`config.mk`:
```
export PLATFORM = sky130hd
export DESIGN_NAME = enemy_patrol
export DESIGN_NICKNAME = d
export VERILOG_FILES = /design/src/rtl/enemy_patrol.sv
export SDC_FILE = /design/constraint.sdc
export NUM_CORES = 1
export LEC_CHECK = 0
export CORE_MARGIN = 2
export CORE_UTILIZATION = 50
export DETAILED_ROUTE_END_ITERATION = 10
export PLACE_DENSITY = 0.74
export RECOVER_POWER = 50
export REMOVE_ABC_BUFFERS = 1
export SLEW_MARGIN = 15
export SYNTH_ARGS = -nofsm -noshare
export SYNTH_HDL_FRONTEND = slang
export SYNTH_SLANG_ARGS = --single-unit
```
`constraint.sdc`:
```
create_clock -name sys_clk -period 5.02 [get_ports sys_clk]
set_input_delay 0.502 -clock sys_clk [delete_from_list [all_inputs] [get_ports sys_clk]]
set_output_delay 0.502 -clock sys_clk [all_outputs]
set_load 0.05 [all_outputs]
```
`src/rtl/enemy_patrol.sv`:
```
`default_nettype none
`timescale 1ns/1ps
// +-----------------------------------------------------------------------------+
// | enemy_patrol: one walking enemy that patrols [X_MIN, X_MAX], can be stomped, |
// | and kills the player on side contact. Optional respawn: ENEMY_RESPAWN_EN.    |
// | Revision: 1.0                                                                |
// +-----------------------------------------------------------------------------+
module enemy_patrol #(
    parameter int X_START        = 160,
    parameter int Y_POS          = 36,
    parameter int X_MIN          = 120,
    parameter int X_MAX          = 200,
    parameter int SIZE           = 12,
    parameter int STEP_DIV       = 500000,
    parameter int SQUISH_CYCLES  = 25000000,
    parameter int RESPAWN_CYCLES = 100000000,
    parameter int CNT_W          = 27
) (
    input  logic       sys_clk,
    input  logic       RST_N,
    input  logic [9:0] char_X,
    input  logic [9:0] char_Y,
    input  logic [9:0] bg_pos,
    input  logic       freeze,
    output logic [9:0] goomba_x,
    output logic [9:0] goomba_y,
    output logic       death,
    output logic       en,
    output logic       squished,
    output logic       dir
);

    typedef enum logic [1:0] {
        WALK_L = 2'd0,
        WALK_R = 2'd1,
        SQUISH = 2'd2,
        GONE   = 2'd3
    } state_t;

    localparam logic [10:0] c_SIZE   = 11'(SIZE);
    localparam logic [10:0] c_Y_POS  = 11'(Y_POS);
    localparam logic [9:0]  c_X_MIN  = 10'(X_MIN);
    localparam logic [9:0]  c_X_MAX  = 10'(X_MAX);
    localparam logic [9:0]  c_X_INIT = 10'(X_START);

    state_t             state_q, state_d;
    logic [9:0]         ex_q, ex_d;
    logic [CNT_W-1:0]   cnt_q, cnt_d;
    logic               death_q, death_d;
    logic               dir_q, dir_d;

    logic [10:0]        w_cx;
    logic [10:0]        w_cy;
    logic [10:0]        w_ex;
    logic               w_ovl;
    logic               w_stomp;
    logic               w_side;
    logic [CNT_W-1:0]   w_cnt_last;
    logic               w_tc;

    // 11-bit operands so that position + SIZE can never wrap
    assign w_cx    = {1'b0, char_X};
    assign w_cy    = {1'b0, char_Y};
    assign w_ex    = {1'b0, ex_q};
    assign w_ovl   = (w_cx + c_SIZE >= w_ex) && (w_cx <= w_ex + c_SIZE);
    assign w_stomp = w_ovl && (w_cy + c_SIZE == c_Y_POS);
    assign w_side  = w_ovl && (w_cy == c_Y_POS);

`ifdef ENEMY_RESPAWN_EN
    localparam logic [10:0] c_X_INIT11 = 11'(X_START);
    logic w_spawn_blk;

    assign w_spawn_blk = (w_cx + c_SIZE >= c_X_INIT11) && (w_cx <= c_X_INIT11 + c_SIZE)
                      && (w_cy + c_SIZE >= c_Y_POS)    && (w_cy <= c_Y_POS + c_SIZE);
`endif

    // One counter serves as step divider, squish timer and respawn timer
    always_comb begin
        w_cnt_last = CNT_W'(RESPAWN_CYCLES - 1);
        case (state_q)
            WALK_L, WALK_R: w_cnt_last = CNT_W'(STEP_DIV - 1);
            SQUISH:         w_cnt_last = CNT_W'(SQUISH_CYCLES - 1);
            default:        w_cnt_last = CNT_W'(RESPAWN_CYCLES - 1);
        endcase
    end

    assign w_tc = (cnt_q == w_cnt_last);

    always_ff @(posedge sys_clk or negedge RST_N) begin
        if (!RST_N) begin
            state_q <= WALK_L;
            ex_q    <= c_X_INIT;
            cnt_q   <= '0;
            death_q <= 1'b0;
            dir_q   <= 1'b0;
        end else begin
            state_q <= state_d;
            ex_q    <= ex_d;
            cnt_q   <= cnt_d;
            death_q <= death_d;
            dir_q   <= dir_d;
        end
    end

    always_comb begin
        state_d = state_q;
        ex_d    = ex_q;
        cnt_d   = cnt_q;
        death_d = 1'b0;
        dir_d   = dir_q;
        case (state_q)
            WALK_L, WALK_R: begin
                death_d = w_side;
                // A stomp beats any step or turn landing in the same cycle
                if (w_stomp) begin
                    state_d = SQUISH;
                    cnt_d   = '0;
                end else if (!freeze) begin
                    if (w_tc) begin
                        cnt_d = '0;
                        if (state_q == WALK_L) begin
                            if (ex_q == c_X_MIN) begin
                                state_d = WALK_R;
                                dir_d   = 1'b1;
                            end else begin
                                ex_d = ex_q - 10'd1;
                            end
                        end else begin
                            if (ex_q == c_X_MAX) begin
                                state_d = WALK_L;
                                dir_d   = 1'b0;
                            end else begin
                                ex_d = ex_q + 10'd1;
                            end
                        end
                    end else begin
                        cnt_d = cnt_q + CNT_W'(1);
                    end
                end
            end
            SQUISH: begin
                if (!freeze) begin
                    if (w_tc) begin
                        cnt_d   = '0;
                        state_d = GONE;
                    end else begin
                        cnt_d = cnt_q + CNT_W'(1);
                    end
                end
            end
            GONE: begin
`ifdef ENEMY_RESPAWN_EN
                // Counter parks on its last value while the spawn box is occupied
                if (!freeze) begin
                    if (w_tc) begin
                        if (!w_spawn_blk) begin
                            cnt_d   = '0;
                            ex_d    = c_X_INIT;
                            state_d = WALK_L;
                            dir_d   = 1'b0;
                        end
                    end else begin
                        cnt_d = cnt_q + CNT_W'(1);
                    end
                end
`else
                state_d = GONE;
`endif
            end
            default: state_d = WALK_L;
        endcase
    end

    assign goomba_x = ex_q - bg_pos;
    assign goomba_y = 10'(Y_POS);
    assign death    = death_q;
    assign en       = (state_q != GONE);
    assign squished = (state_q == SQUISH);
    assign dir      = dir_q;

endmodule
`default_nettype wire

```
# Word level (Yosys, flattened, before mapping)
# Index checks and enable logic that the tools add are counted.
[classes] add_sub_neg=7 mul=0 div_mod_pow=0 order_cmp=2 eq_ne=18 n_shift=0 mux=21 bitwise=2 reduce_logical=10
[ops] operator="$pmux W27 S2" n=2
[ops] operator="$mux W27" n=3
[ops] operator="$add A10 B4 Y11 const B" n=3
[ops] operator="$mux W10" n=3
[ops] operator="$add A27 B1 Y27 const B" n=1
[ops] operator="$eq A27 B27 Y1" n=1
[ops] operator="$reduce_and A6 Y1" n=3
[ops] operator="$mux W2" n=8
[ops] operator="$eq A11 B6 Y1 const B" n=1
[ops] operator="$ge A11 B10 Y1" n=1
[ops] operator="$le A10 B11 Y1" n=1
[ops] operator="$add A10 B1 Y10 const B" n=1
[ops] operator="$eq A10 B6 Y1 const B" n=1
[ops] operator="$eq A10 B7 Y1 const B" n=1
[ops] operator="$eq A10 B8 Y1 const B" n=1
[ops] operator="$sub A10 B1 Y10 const B" n=1
[ops] operator="$sub A10 B10 Y10" n=1
[ops] operator="$ne A2 B2 Y1 const B" n=4
[ops] operator="$ne A4 B4 Y1 const B" n=2
[ops] operator="$ne A3 B3 Y1 const B" n=2
[ops] operator="$pmux W2 S3" n=1
[ops] operator="$eq A2 B2 Y1 const B" n=2
[ops] operator="$mux W1" n=4
[ops] operator="$ne A2 B1 Y1 const B" n=2
[ops] operator="6 further kinds" n=10
[totals] register_bits=41 latch_bits=0 mem_bits_rw=0 mem_bits_ro=0 input_bits=33 out_inout_bits=24 elab_cells=65 n_memories=0

# Longest topological paths before layout
[logic_depth] ltp_word=8 ltp_mapped=13 ltp_nobuf=12

# Least setup slack after synthesis
# No wires, ideal clock.
[synth_path] path_type="input -> output" start="input port bg_pos[0]" end="output port goomba_x[8]" t_arrival_ps=2535 t_required_ps=4518 setup_slack_ps=1983 cell_stages=9 n_path_buf=0 cell_sequence="ha_1 fa_1 nor2b_1 o21ai_0 nand2b_1 a21o_1 a21oi_1 o21ai_0 xor2_1"
[synth_between] elab_chain_cells=1
[synth_lines] element="start: declaration" line_no="23" rtl="input logic [9:0] bg_pos,"
[synth_lines] element="$sub A10 B10 Y10" line_no="174" rtl="assign goomba_x = ex_q - bg_pos;"
[synth_lines] element="end: declaration" line_no="25" rtl="output logic [9:0] goomba_x,"
# No other way between the ends.

# Worst setup path after layout
[layout_path] start="input port bg_pos[1]" end="output port goomba_x[9]"
# Same word-level chain as after synthesis.

==> results.yml <==
yosys:
  synth_edf_count: 0
  ys.flop_type: "dfrtp_1"
  netlist_instances: 482
  synth_most_common_cell: "inv_1"
  async_flop_share_pct: 100.0
  ys_types: 61
  syn_area_um2: 4049
  synth_top_area_share_pct: 24.10
  synth.avg_cell_area_um2: 8.400
  yosysWarnings: 0
  netlist_top_cells_area: "dfrtp_1, ha_1, mux2i_1"
  ys_seq_elements: 41
  synth_top_cell_by_area: "dfrtp_1"
  ys_top_cells_by_count: "inv_1, a21oi_1, dfrtp_1, ha_1, nand3_1"
  seq_area_frac_synth_pct: 25.40
placement:
  pre_cts_slack_ns: 0.9795
  io_buffers: 46
  routabilityCongestion: 0.9134
  dpl.hpwl_um: 7142
global_route:
  grt_max_degree: 42
  antenna_found_initial: 0
  grt_pass1_wl_um: 15990
  grt_usage_pct: 22.33
  grt-ovfl-total: 0
  grt_pass1_vias: 3393
clocking:
  cts_hold_buf: 0
  h-tree-depth: 2
  clk_path_buf_depth: 2
  clock_latency_ns: 0.29
  cts_resized: 0
  cts_setup_buffers: 0
  numCtsBuffers: 5
  root_buffer: "clkbuf_8"
  clkTransAtPathRegs_ns: 0.07
  cts_tree: "built"
  clkSinkCount: 41
sta:
  worstMarginPinSlew_ns: 2.235
  slew_headroom_pct: -48.99
  min_period_ns: 3.876
  maxSlewViolCount: 42
  rsz0062_at_grt: "no"
  setup-tns-final_ns: 0
  hold_viol: 0
  period_share_pct: 77.20
  finalSetupViolCount: 0
  fin_ws_ns: 1.144
  fmax_ghz: 0.2580
  finClkSkew_ns: 0.005577
finish:
  area_delta_synth_final_pct: 13.23
  drive_gt1_share_pct: 4.817
  final_nets: 594
  diodes: 0
pwr:
  power_density_nw_per_um2: 188.2
  vdd_drop_max_v: 0.0001291
  p_leak_uw: 0.001982
floorplan:
  fp.dieH_um: 93.99
  io_pins: 57
  die_area_um2: 8833
  start_util_pct: 52.13
  core_region_area_um2: 7767
  rows: 32
  fp.dieW_um: 93.99
detailed_routing:
  wl_um: 9492
  vias: 3626
  firstDrtPassIters: 4
  drc: 0
  ant_nets: 0
  wire_per_inst_um: 15.29
  drt_iter0_drc: 352
  viasPerCell: 5.839
critical_path:
  start_kind: "primary input"
  path_max_fanout: 3
  worst_setup_path_end_kind: "output pin"
  r2r.worst_path.cells: 13
  worstSetupPathType: "primary input to output pin"
  cp.arrival_ns: 3.37
  required_ns: 4.52
hold_path:
  hold_depth: 1
  holdCritPathClass: "flip-flop to flip-flop"
status:
  violations: "max-capacitance violations, max-slew violations"
  outcome: "finished, violations left"
flow_run:
  cap_violations: 1
==> cell type report <==
class | instances | area, µm²
Inverter | 48 | 180.2
Multi-Input combinational cell | 376 | 2705
Clock inverter | 1 | 5.005
Fill cell | 701 | 3183
Sequential cell | 41 | 1028
Tap cell | 102 | 127.6
Clock buffer | 5 | 68.82
Timing Repair Buffer | 48 | 469.2
==> registers in the layout (all words and copies together) (netlist names) <==
signal and cells:
cnt_q 27, death 1, dir 1, ex_q 10, state_q 2
==> per-stage QoR <==
step / area, µm² / cells / total power (µW) / util, % / hold WS (ns)
after floorplan: 3920 / 465 / 566.0 / - / 0.2064
after global placement: 4518 / 615 / 652.6 / 58.17 / 0.4885
after detailed placement: 4518 / 615 / 662.5 / 58.17 / 0.4984
after CTS: 4592 / 621 / 867.8 / 59.12 / 0.3793
after global routing: 4584 / 621 / 904.8 / 59.02 / 0.5361
final: 4584 / 621 / 862.8 / 59.02 / 0.5052
==> power by group <==
group | switching (µW) | internal [µW] | leakage (µW)
registers | 49.4 | 359 | 0.000497
logic | 151 | 99.1 | 0.00145
clock network | 113 | 91.7 | 0.0000399
==> cells by family after synthesis <==
kind of cell             after synthesis  share of synthesized area [%]
other                                  2                         0.1855
buffers and inverters                 73                          8.374
XOR/XNOR                              28                          6.057
AND/OR/NAND/NOR                      178                          25.74
AO/OA/AOI/OAI                         92                          14.37
adder cells (fa/ha/maj)               41                          13.04
flip-flops                            41                          25.40
multiplexers                          27                          6.829
==> path summary, 6_finish.rpt <==
path                                            start  slack [ns]                    end
worst max register to register    ex_q[2]$_DFFE_PN0P_        1.34   cnt_q[4]$_DFFE_PN0N_
worst min register to register  cnt_q[22]$_DFFE_PN0N_        0.51  cnt_q[22]$_DFFE_PN0N_
max in group asynchronous                       RST_N        2.88    ex_q[8]$_DFFE_PN0P_
worst min-delay path            cnt_q[22]$_DFFE_PN0N_        0.51  cnt_q[22]$_DFFE_PN0N_
worst max-delay path                        bg_pos[1]        1.14            goomba_x[9]
min in group asynchronous                       RST_N        0.86  cnt_q[16]$_DFFE_PN0N_
==> layer usage <==
metal,part of all wire [%],global-route usage [%],wire (µm),vias up
met3,5.5,2.809,522,11
met5,0,0,0,-
li1,-,-,-,1799
met1,47,32.22,4466,1714
met4,1.1,5.676,104,0
met2,46,35.48,4398,102
==> critical path, stage by stage <==
cell and delay (ns):
clkdlybuf4s50_1 0.51, inv_1 0.05, ha_1 0.27, nor2b_1 0.12, o21ai_0 0.20, a21boi_0 0.14, o21ai_0 0.16, nand2b_1 0.12
a311o_1 0.37, o211ai_1 0.09, clkdlybuf4s50_1 0.82
==> cells in the final DEF (no fill, tap or decap), types with 13 or more instances in the layout <==
cell type        netlist  final
a21oi_1               44     44
clkdlybuf4s50_1        0     39
dfrtp_1               39     39
ha_1                  39     39
inv_1                 47     47
mux2i_1               25     25
nand2_1               24     24
nand3_1               36     36
nand4_1               13     13
nor2_1                23     23
xnor2_1               20     20
No activity file was read; power rests on OpenSTA's default activity.
